**config.mk**
```make
export PLATFORM = sky130hd
export DESIGN_NAME = spmem_arbiter
export DESIGN_NICKNAME = d
export VERILOG_FILES = /design/src/rtl/spmem_arbiter.sv
export SDC_FILE = /design/constraint.sdc
export NUM_CORES = 1
export LEC_CHECK = 0
export ABC_AREA = 1
export BUFFER_PORTS_ARGS = -buffer_cell sky130_fd_sc_hd__buf_2
export CAP_MARGIN = 20
export CORE_ASPECT_RATIO = 1.25
export CORE_MARGIN = 2
export CORE_UTILIZATION = 42
export CTS_CLUSTER_DIAMETER = 50
export DETAILED_ROUTE_END_ITERATION = 8
export MAX_ROUTING_LAYER = met4
export PLACE_DENSITY = 0.95
export SLEW_MARGIN = 20
export SYNTH_ARGS = -nofsm -noshare
export SYNTH_HDL_FRONTEND = slang
export SYNTH_SLANG_ARGS = --single-unit
```
**constraint.sdc**
```tcl
create_clock -name clock -period 4.6 [get_ports clock]
set_input_delay 0.69 -clock clock [delete_from_list [all_inputs] [get_ports clock]]
set_output_delay 0.69 -clock clock [all_outputs]
set_load 0.01 [all_outputs]
```
**src/rtl/spmem_arbiter.sv**
```systemverilog
// spmem_arbiter: two-requester round-robin arbiter in front of a 256x16
// single-port memory, with a bounded lock for atomic multi-access sequences.

// Per-requester read return: one-cycle registered valid, data gated by valid.
module spmem_arb_rsp #(
  parameter int DATA_W = 16
) (
  input  logic              clock,
  input  logic              reset,
  input  logic              gnt,
  input  logic              wen,
  input  logic [DATA_W-1:0] mem_dout,
  output logic              rvalid,
  output logic [DATA_W-1:0] rdata
);
  // A granted read returns data the cycle after the grant.
  always_ff @(posedge clock or posedge reset)
    if (reset) rvalid <= 1'b0;
    else       rvalid <= gnt & ~wen;

  assign rdata = rvalid ? mem_dout : '0;
endmodule

module spmem_arbiter #(
  parameter int ADDR_W   = 8,
  parameter int DATA_W   = 16,
  parameter int MAX_LOCK = 8
) (
  input  logic              clock,
  input  logic              reset,
  input  logic              a_req,
  input  logic              a_wen,
  input  logic              a_lock,
  input  logic [ADDR_W-1:0] a_addr,
  input  logic [DATA_W-1:0] a_din,
  output logic              a_gnt,
  output logic              a_rvalid,
  output logic [DATA_W-1:0] a_rdata,
  input  logic              b_req,
  input  logic              b_wen,
  input  logic              b_lock,
  input  logic [ADDR_W-1:0] b_addr,
  input  logic [DATA_W-1:0] b_din,
  output logic              b_gnt,
  output logic              b_rvalid,
  output logic [DATA_W-1:0] b_rdata,
  output logic [ADDR_W-1:0] mem_address,
  output logic [DATA_W-1:0] mem_din,
  output logic              mem_wen,
  input  logic [DATA_W-1:0] mem_dout,
  output logic [1:0]        lock_owner
);
  localparam int NREQ = 2;
  localparam logic [8:0] MAXL9 = 9'(MAX_LOCK);

  typedef enum logic [1:0] {
    LOCK_NONE = 2'b00,
    LOCK_A    = 2'b01,
    LOCK_B    = 2'b10
  } lock_e;

  // Index 0 is requester A, index 1 is requester B.
  logic [NREQ-1:0]             req, wen, lck, gnt, rvalid;
  logic [NREQ-1:0][ADDR_W-1:0] addr;
  logic [NREQ-1:0][DATA_W-1:0] din, rdata;

  assign req  = {b_req,  a_req};
  assign wen  = {b_wen,  a_wen};
  assign lck  = {b_lock, a_lock};
  assign addr = {b_addr, a_addr};
  assign din  = {b_din,  a_din};

  lock_e      state, state_nxt;
  logic [7:0] cnt, cnt_nxt;
  logic       last, last_nxt;   // 0 = A was granted last, 1 = B
  logic       win;              // index of the granted requester
  logic       own;

  assign win = gnt[1];

  // Grant selection: a live lock wins outright, otherwise round-robin on last.
  always_comb begin
    gnt = '0;
    if (!reset) begin
      if (state == LOCK_A && req[0])      gnt = 2'b01;
      else if (state == LOCK_B && req[1]) gnt = 2'b10;
      else if (&req)                      gnt = last ? 2'b01 : 2'b10;
      else                                gnt = req;
    end
  end

  // Memory port follows the winner; idle cycles drive zeros.
  always_comb begin
    mem_address = '0;
    mem_din     = '0;
    mem_wen     = 1'b0;
    if (|gnt) begin
      mem_address = addr[win];
      mem_din     = din[win];
      mem_wen     = wen[win];
    end
  end

  // Lock FSM next state. A lock ends on the owner's unlocked grant, on the
  // owner going idle, or on the MAX_LOCK-th grant (timeout). Since last is
  // the owner at that point, a waiting peer wins the following cycle.
  always_comb begin
    state_nxt = state;
    cnt_nxt   = cnt;
    last_nxt  = last;
    own       = 1'b0;
    if (|gnt) last_nxt = win;
    case (state)
      LOCK_NONE: begin
        if ((|gnt) && lck[win] && (MAX_LOCK > 1)) begin
          state_nxt = win ? LOCK_B : LOCK_A;
          cnt_nxt   = 8'd1;
        end
      end
      LOCK_A, LOCK_B: begin
        own = (state == LOCK_B);
        if (!req[own] || !lck[own] || (({1'b0, cnt} + 9'd1) >= MAXL9)) begin
          state_nxt = LOCK_NONE;
          cnt_nxt   = '0;
        end else begin
          cnt_nxt = cnt + 8'd1;
        end
      end
      default: begin
        state_nxt = LOCK_NONE;
        cnt_nxt   = '0;
      end
    endcase
  end

  // Arbitration state; reset leaves last=B so A wins the first tie.
  always_ff @(posedge clock or posedge reset)
    if (reset) begin
      state <= LOCK_NONE;
      cnt   <= '0;
      last  <= 1'b1;
    end else begin
      state <= state_nxt;
      cnt   <= cnt_nxt;
      last  <= last_nxt;
    end

  assign lock_owner = state;

  for (genvar i = 0; i < NREQ; i++) begin : g_rsp
    spmem_arb_rsp #(.DATA_W(DATA_W)) u_rsp (
      .clock    (clock),
      .reset    (reset),
      .gnt      (gnt[i]),
      .wen      (wen[i]),
      .mem_dout (mem_dout),
      .rvalid   (rvalid[i]),
      .rdata    (rdata[i])
    );
  end

  assign a_gnt    = gnt[0];
  assign b_gnt    = gnt[1];
  assign a_rvalid = rvalid[0];
  assign b_rvalid = rvalid[1];
  assign a_rdata  = rdata[0];
  assign b_rdata  = rdata[1];
endmodule

```
==> flow_summary.ini, run 1 <==
[layout]
post-route-util_pct = 63.96
nets = 499
layout_common_cells = nand2_1, buf_2, inv_1
fin_area_um2 = 2247
layout-drive-gt1-share_pct = 35.71
area_growth_pct = 44.49
final_common_cell = nand2_1
instances_no_fill = 461

[synth]
ys_seq_area_share_pct = 21.00
synth_cells = 293
yosys.area.top_type = nand2_1
ys_seq_elements = 13
synth_top_area_share_pct = 35.96
yosys_warnings = 0
syn_nets = 371
ys_top_cells_by_area = nand2_1, dfrtp_1, inv_1
syn_area_per_cell_um2 = 5.308
syn_area_um2 = 1555
yosysUniqueCellTypes = 25

[floorplanning]
rows = 24
fp.dieW_um = 58.43
design.die.area_um2 = 4209
initial_core_util_pct = 44.27
io_pins = 135
coreArea_um2 = 3513
fp.dieH_um = 72.04

[placed_design]
gp_congestion = 0.8685
pre_cts_ws_ns = 1.497
dp.cells = 455
dp_hpwl_um = 4030
port_buffers = 134
place_area_um2 = 2197

[clock_network]
cts_sinks = 13
hold_buffers = 0
clockRootBuffer = clkbuf_8
cts_setup_buffers = 0
cts.clk_slew.worst_paths_ns = 0.05
clock_latency_ns = 0.24
ctsResizeCount = 0
cts_tree = yes
cts_max_path_buffers = 2
htreeDepth = 1
numCtsBuffers = 3

[power]
p_leak_uw = 0.001859
powerDensity_nw_per_um2 = 341.3
ir_drop_mv = 0.2896

[setup_path]
cp_top_family = simple AND/OR/NAND/NOR gates
arrival_ns = 2.52
cp_num_buf_inv = 3
reg2regPathDepth = 11
cp_max_fo = 30
path_depth = 8
cpMaxStageDelayCell = nand3_2
worstPathCellList = inv_1 > ha_1 > inv_1 > nand3_2 > nand3_2 > nand2_4 > nor3b_2 > buf_2
critPathKind = reg2out
end_kind = output port
start_kind = register
cp.required_ns = 3.91
slowest_delay_ns = 0.53

[timing]
finalHoldViolations = 0
rsz0062_at_grt = false
slew_viol_final = 0
setup_viol = 0
post-route-period-util_pct = 69.77
setup_ws_ns = 1.391
fin_skew_ns = 0.003399
slew_headroom_pct = 53.75
period_minus_slack_ns = 3.209
tightest_slew_ns = 0.6930
clock.fmax_mhz = 311.6
fin_tns_setup_ns = 0

[global_routing]
grt_overflow_total = 0
grt_max_degree = 31
grt_pass1_wl_um = 7369
grt_pass1_vias = 1811
grt_use_total_pct = 22.76
antenna_found_initial = 1

[outcome]
outcome = finished clean

[detailed_routing]
viasPerCell = 4.425
drt_wl_total_um = 4851
first_iter_violations = 78
vias = 2040
drc = 0
drtAntennaViolNets = 0
wl_per_cell_um = 10.52
first_pass_iters = 4

[hold_path]
hold_path_depth = 2
min_path_type = reg2reg

[flow_run]
cap_violations = 0
power breakdown:
part	internal [µW]	switching, µW	leakage (µW)	total [µW]
logic	183	304	0.00166	487
registers	142	37.6	0.000173	179
clock network	61.1	39.4	0.0000228	101
cell type report:
class                      count  area, µm²
antenna                        2      5.005
clock buffer                   4      45.04
fill                         331       1266
inverter                      75      289.0
multi-input combinational    194      862.1
sequential                    13      326.6
tap                           39      48.80
timing repair buffer         134      670.6
state kept, by name, indices dropped and copies added, names as in the netlist:
signal,flops
cnt,8
lock_owner,2
last,1
g_rsp.u_rsp.rvalid,2
cells in the mapped netlist (all sizes together):
| cell type | number |
|---|---|
| dfrtp | 12 |
| nor3b | 1 |
| o21ai | 2 |
| clkbuf | 4 |
| dfstp | 1 |
| nand2 | 153 |
| inv | 75 |
| a21oi | 2 |
| nand3 | 10 |
| nor2 | 16 |
| or2 | 1 |
| buf | 7 |
| nand4 | 3 |
| ha | 6 |
per-stage QoR:
stage / hold WS (ns) / total power (µW)
2_1_floorplan: 0.4502 / 513.8
3_3_place_gp: 0.4724 / 650.0
3_5_place_dp: 0.4782 / 667.6
4_1_cts: 0.4864 / 770.9
5_1_grt: 0.5145 / 847.1
6_report: 0.4876 / 766.9
final timing paths:
| kind | start | endpoint | slack, ns |
|---|---|---|---|
| setup / recovery | lock_owner[0] | mem_wen | 1.39 |
| hold / removal | last | last | 0.49 |
| setup reg to reg | lock_owner[0] | lock_owner[0] | 2.15 |
| hold reg to reg | last | last | 0.49 |
| max in group asynchronous | reset | last | 3.73 |
| min in group asynchronous | reset | cnt[2] | 0.50 |
worst register-to-register path, delay by kind of cell, from the launching register on:
kind | cells | cell delay (ns)
AND/OR/NAND/NOR | 8 | 1.58
buffers and inverters | 2 | 0.17
flip-flops | 1 | 0.42
adder cells (fa/ha/maj) | 1 | 0.17
metal layers:
metal,track usage [%],vias up,share of wire [%]
met5,-,-,0
met4,8.010,0,1.5
met3,7.130,8,11
met2,43.20,101,52
met1,20.66,854,35
li1,-,1077,-
logic make-up after synthesis:
logic type | after synthesis | synth area share (%)
AND/OR/NAND/NOR | 184 | 49.32
buffers and inverters | 86 | 23.57
AO/OA/AOI/OAI | 4 | 1.287
flip-flops | 13 | 21.00
adder cells (fa/ha/maj) | 6 | 4.827
No activity file was read; power rests on OpenSTA's default activity.
==> inputs of run 2 (changes only) <==
--- a/config.mk
+++ b/config.mk
@@ -10,11 +10,11 @@
 export CAP_MARGIN = 20
 export CORE_ASPECT_RATIO = 1.25
 export CORE_MARGIN = 2
-export CORE_UTILIZATION = 42
+export CORE_UTILIZATION = 39
 export CTS_CLUSTER_DIAMETER = 50
 export DETAILED_ROUTE_END_ITERATION = 8
 export MAX_ROUTING_LAYER = met4
-export PLACE_DENSITY = 0.95
+export PLACE_DENSITY = 0.93
 export SLEW_MARGIN = 20
 export SYNTH_ARGS = -nofsm -noshare
 export SYNTH_HDL_FRONTEND = slang
==> constraint.sdc (replaced) <==
create_clock -name clock -period 3.31 [get_ports clock]
set_input_delay 0.4965 -clock clock [delete_from_list [all_inputs] [get_ports clock]]
set_output_delay 0.4965 -clock clock [all_outputs]
set_load 0.01 [all_outputs]
==> run 2 against run 1 <==
  * Combinational power grew 38%
  * Clock power rose by 40%
  * Hold slack worse by 0.23 ns
  * Global-route usage shrank 1.2 points
  * Final cell count is 3.7% higher
  * Cell area grew 1.5%
  * Setup slack got worse by 0.81 ns
  * Count of clock-buffer cells in the layout did not move
  * Critical path depth did not move
  * Routed wire length increased by 2.0%
  * Non-clock buffer count rose by 2
  * Largest cell class unchanged
==> flow_summary.ini, run 2 (same netlist as run 1, synthesis figures left out) <==
[outcome]
outcome = finished clean

[detailed_routing]
drc = 0
vias = 2062
viasPerCell = 4.314
drtAntennaViolNets = 0
first_pass_iters = 4
wl_per_cell_um = 10.35
first_iter_violations = 54
drt_wl_total_um = 4947

[timing]
post-route-period-util_pct = 82.56
clock.fmax_mhz = 365.9
finalHoldViolations = 0
slew_headroom_pct = 67.59
tightest_slew_ns = 0.4862
setup_viol = 0
fin_skew_ns = 0.001786
slew_viol_final = 0
rsz0062_at_grt = false
period_minus_slack_ns = 2.733
fin_tns_setup_ns = 0

[floorplanning]
design.die.area_um2 = 4512
initial_core_util_pct = 40.75
fp.dieH_um = 74.61
io_pins = 135
fp.dieW_um = 60.48
coreArea_um2 = 3816
rows = 25

[clock_network]
cts_tree = yes
clockRootBuffer = clkbuf_8
cts_setup_buffers = 0
cts_max_path_buffers = 2
cts_sinks = 13
numCtsBuffers = 3
cts.clk_slew.worst_paths_ns = 0.05
hold_buffers = 0
htreeDepth = 1
ctsResizeCount = 0
clock_latency_ns = 0.24

[setup_path]
cp_num_buf_inv = 3
arrival_ns = 2.24
cp.required_ns = 2.81
cpMaxStageDelayCell = dfrtp_1
start_kind = register
cp_max_fo = 26
critPathKind = reg2out
end_kind = output port
slowest_delay_ns = 0.43
cp_top_family = simple AND/OR/NAND/NOR gates
worstPathCellList = inv_1 > ha_1 > inv_1 > nand3_2 > nand3_2 > nand2_4 > nor3b_2 > buf_2

[global_routing]
grt_overflow_total = 0
grt_pass1_vias = 1769
grt_pass1_wl_um = 7272
antenna_found_initial = 2
grt_max_degree = 28
grt_use_total_pct = 21.58

[layout]
area_growth_pct = 46.66
fill_cells = 395
layout_common_cells = nand2_1, buf_2, inv_1
fin_area_um2 = 2281
largest_register_ffs = 8
seq_area_um2 = 326.6
nets = 501
final_common_cell = nand2_1
layout-drive-gt1-share_pct = 36.02
regMostFlops = cnt
multiInputGateArea_um2 = 862.1

[placed_design]
place_area_um2 = 2231
port_buffers = 134
gp_congestion = 0.8771
dp_hpwl_um = 4170

[hold_path]
min_path_type = in2async

[flow_run]
cap_violations = 0

[power]
p_leak_uw = 0.001868
powerDensity_nw_per_um2 = 464.7
ir_drop_mv = 0.3726
run 2: changes by cell type in the layout (fill, tap and decap cells not counted), sizes merged:
cell | previous run | this run
buf | 134 | 136
run 2: per-layer routing:
metal  up-vias  part of all wire [%]  global-route usage [%]
li1       1086                     -                       -
met5         -                     0                       -
met4         0                   1.2                   6.280
met3         8                   9.1                   3.652
met2        93                    52                   42.27
met1       875                    37                   21.07
run 2: final timing paths:
check | depth (start not counted) | from | endpoint | slack [ns]
min in group clock | 2 | b_wen | g_rsp[1].u_rsp.rvalid | 0.45
max in group asynchronous | 3 | reset | last | 2.82
worst min register to register | 2 | last | last | 0.47
worst max register to register | 11 | lock_owner[0] | lock_owner[1] | 1.15
worst max-delay path | 8 | lock_owner[0] | mem_wen | 0.58
worst min-delay path | 3 | reset | cnt[4] | 0.26
run 2: worst min-delay path: stages:
cell	delay, ns
buf_2	0.11
inv_1	0.04
buf_4	0.21
run 2: power by group:
| group | leakage, µW | switching (µW) | internal [µW] |
|---|---|---|---|
| clock network | 0.0000228 | 55.5 | 85.0 |
| logic | 0.00167 | 416 | 257 |
| registers | 0.000173 | 50.4 | 196 |
run 2: metrics by stage:
stage               setup slack, ns  total power [µW]  hold slack [ns]  cells  utilization, %
global route                 0.3611              1181           0.2878    478           59.77
detailed placement           0.8125             925.1           0.4622    472           58.46
global placement             0.9004             906.3           0.4585    472           58.46
finish                       0.5772              1060           0.2566    478           59.77
CTS                          0.5344              1070           0.2586    476           59.64
floorplan                     1.272             714.1           0.3883    293               -
run 2: final cells by class:
| class | instances | share of cell area (%) |
|---|---|---|
| inverters | 75 | 12.67 |
| diodes | 2 | 0.2194 |
| multi-input cells | 194 | 37.79 |
| clock buffers | 4 | 1.975 |
| well taps | 54 | 2.962 |
| flip-flops and latches | 13 | 14.32 |
| repair buffers | 136 | 30.06 |
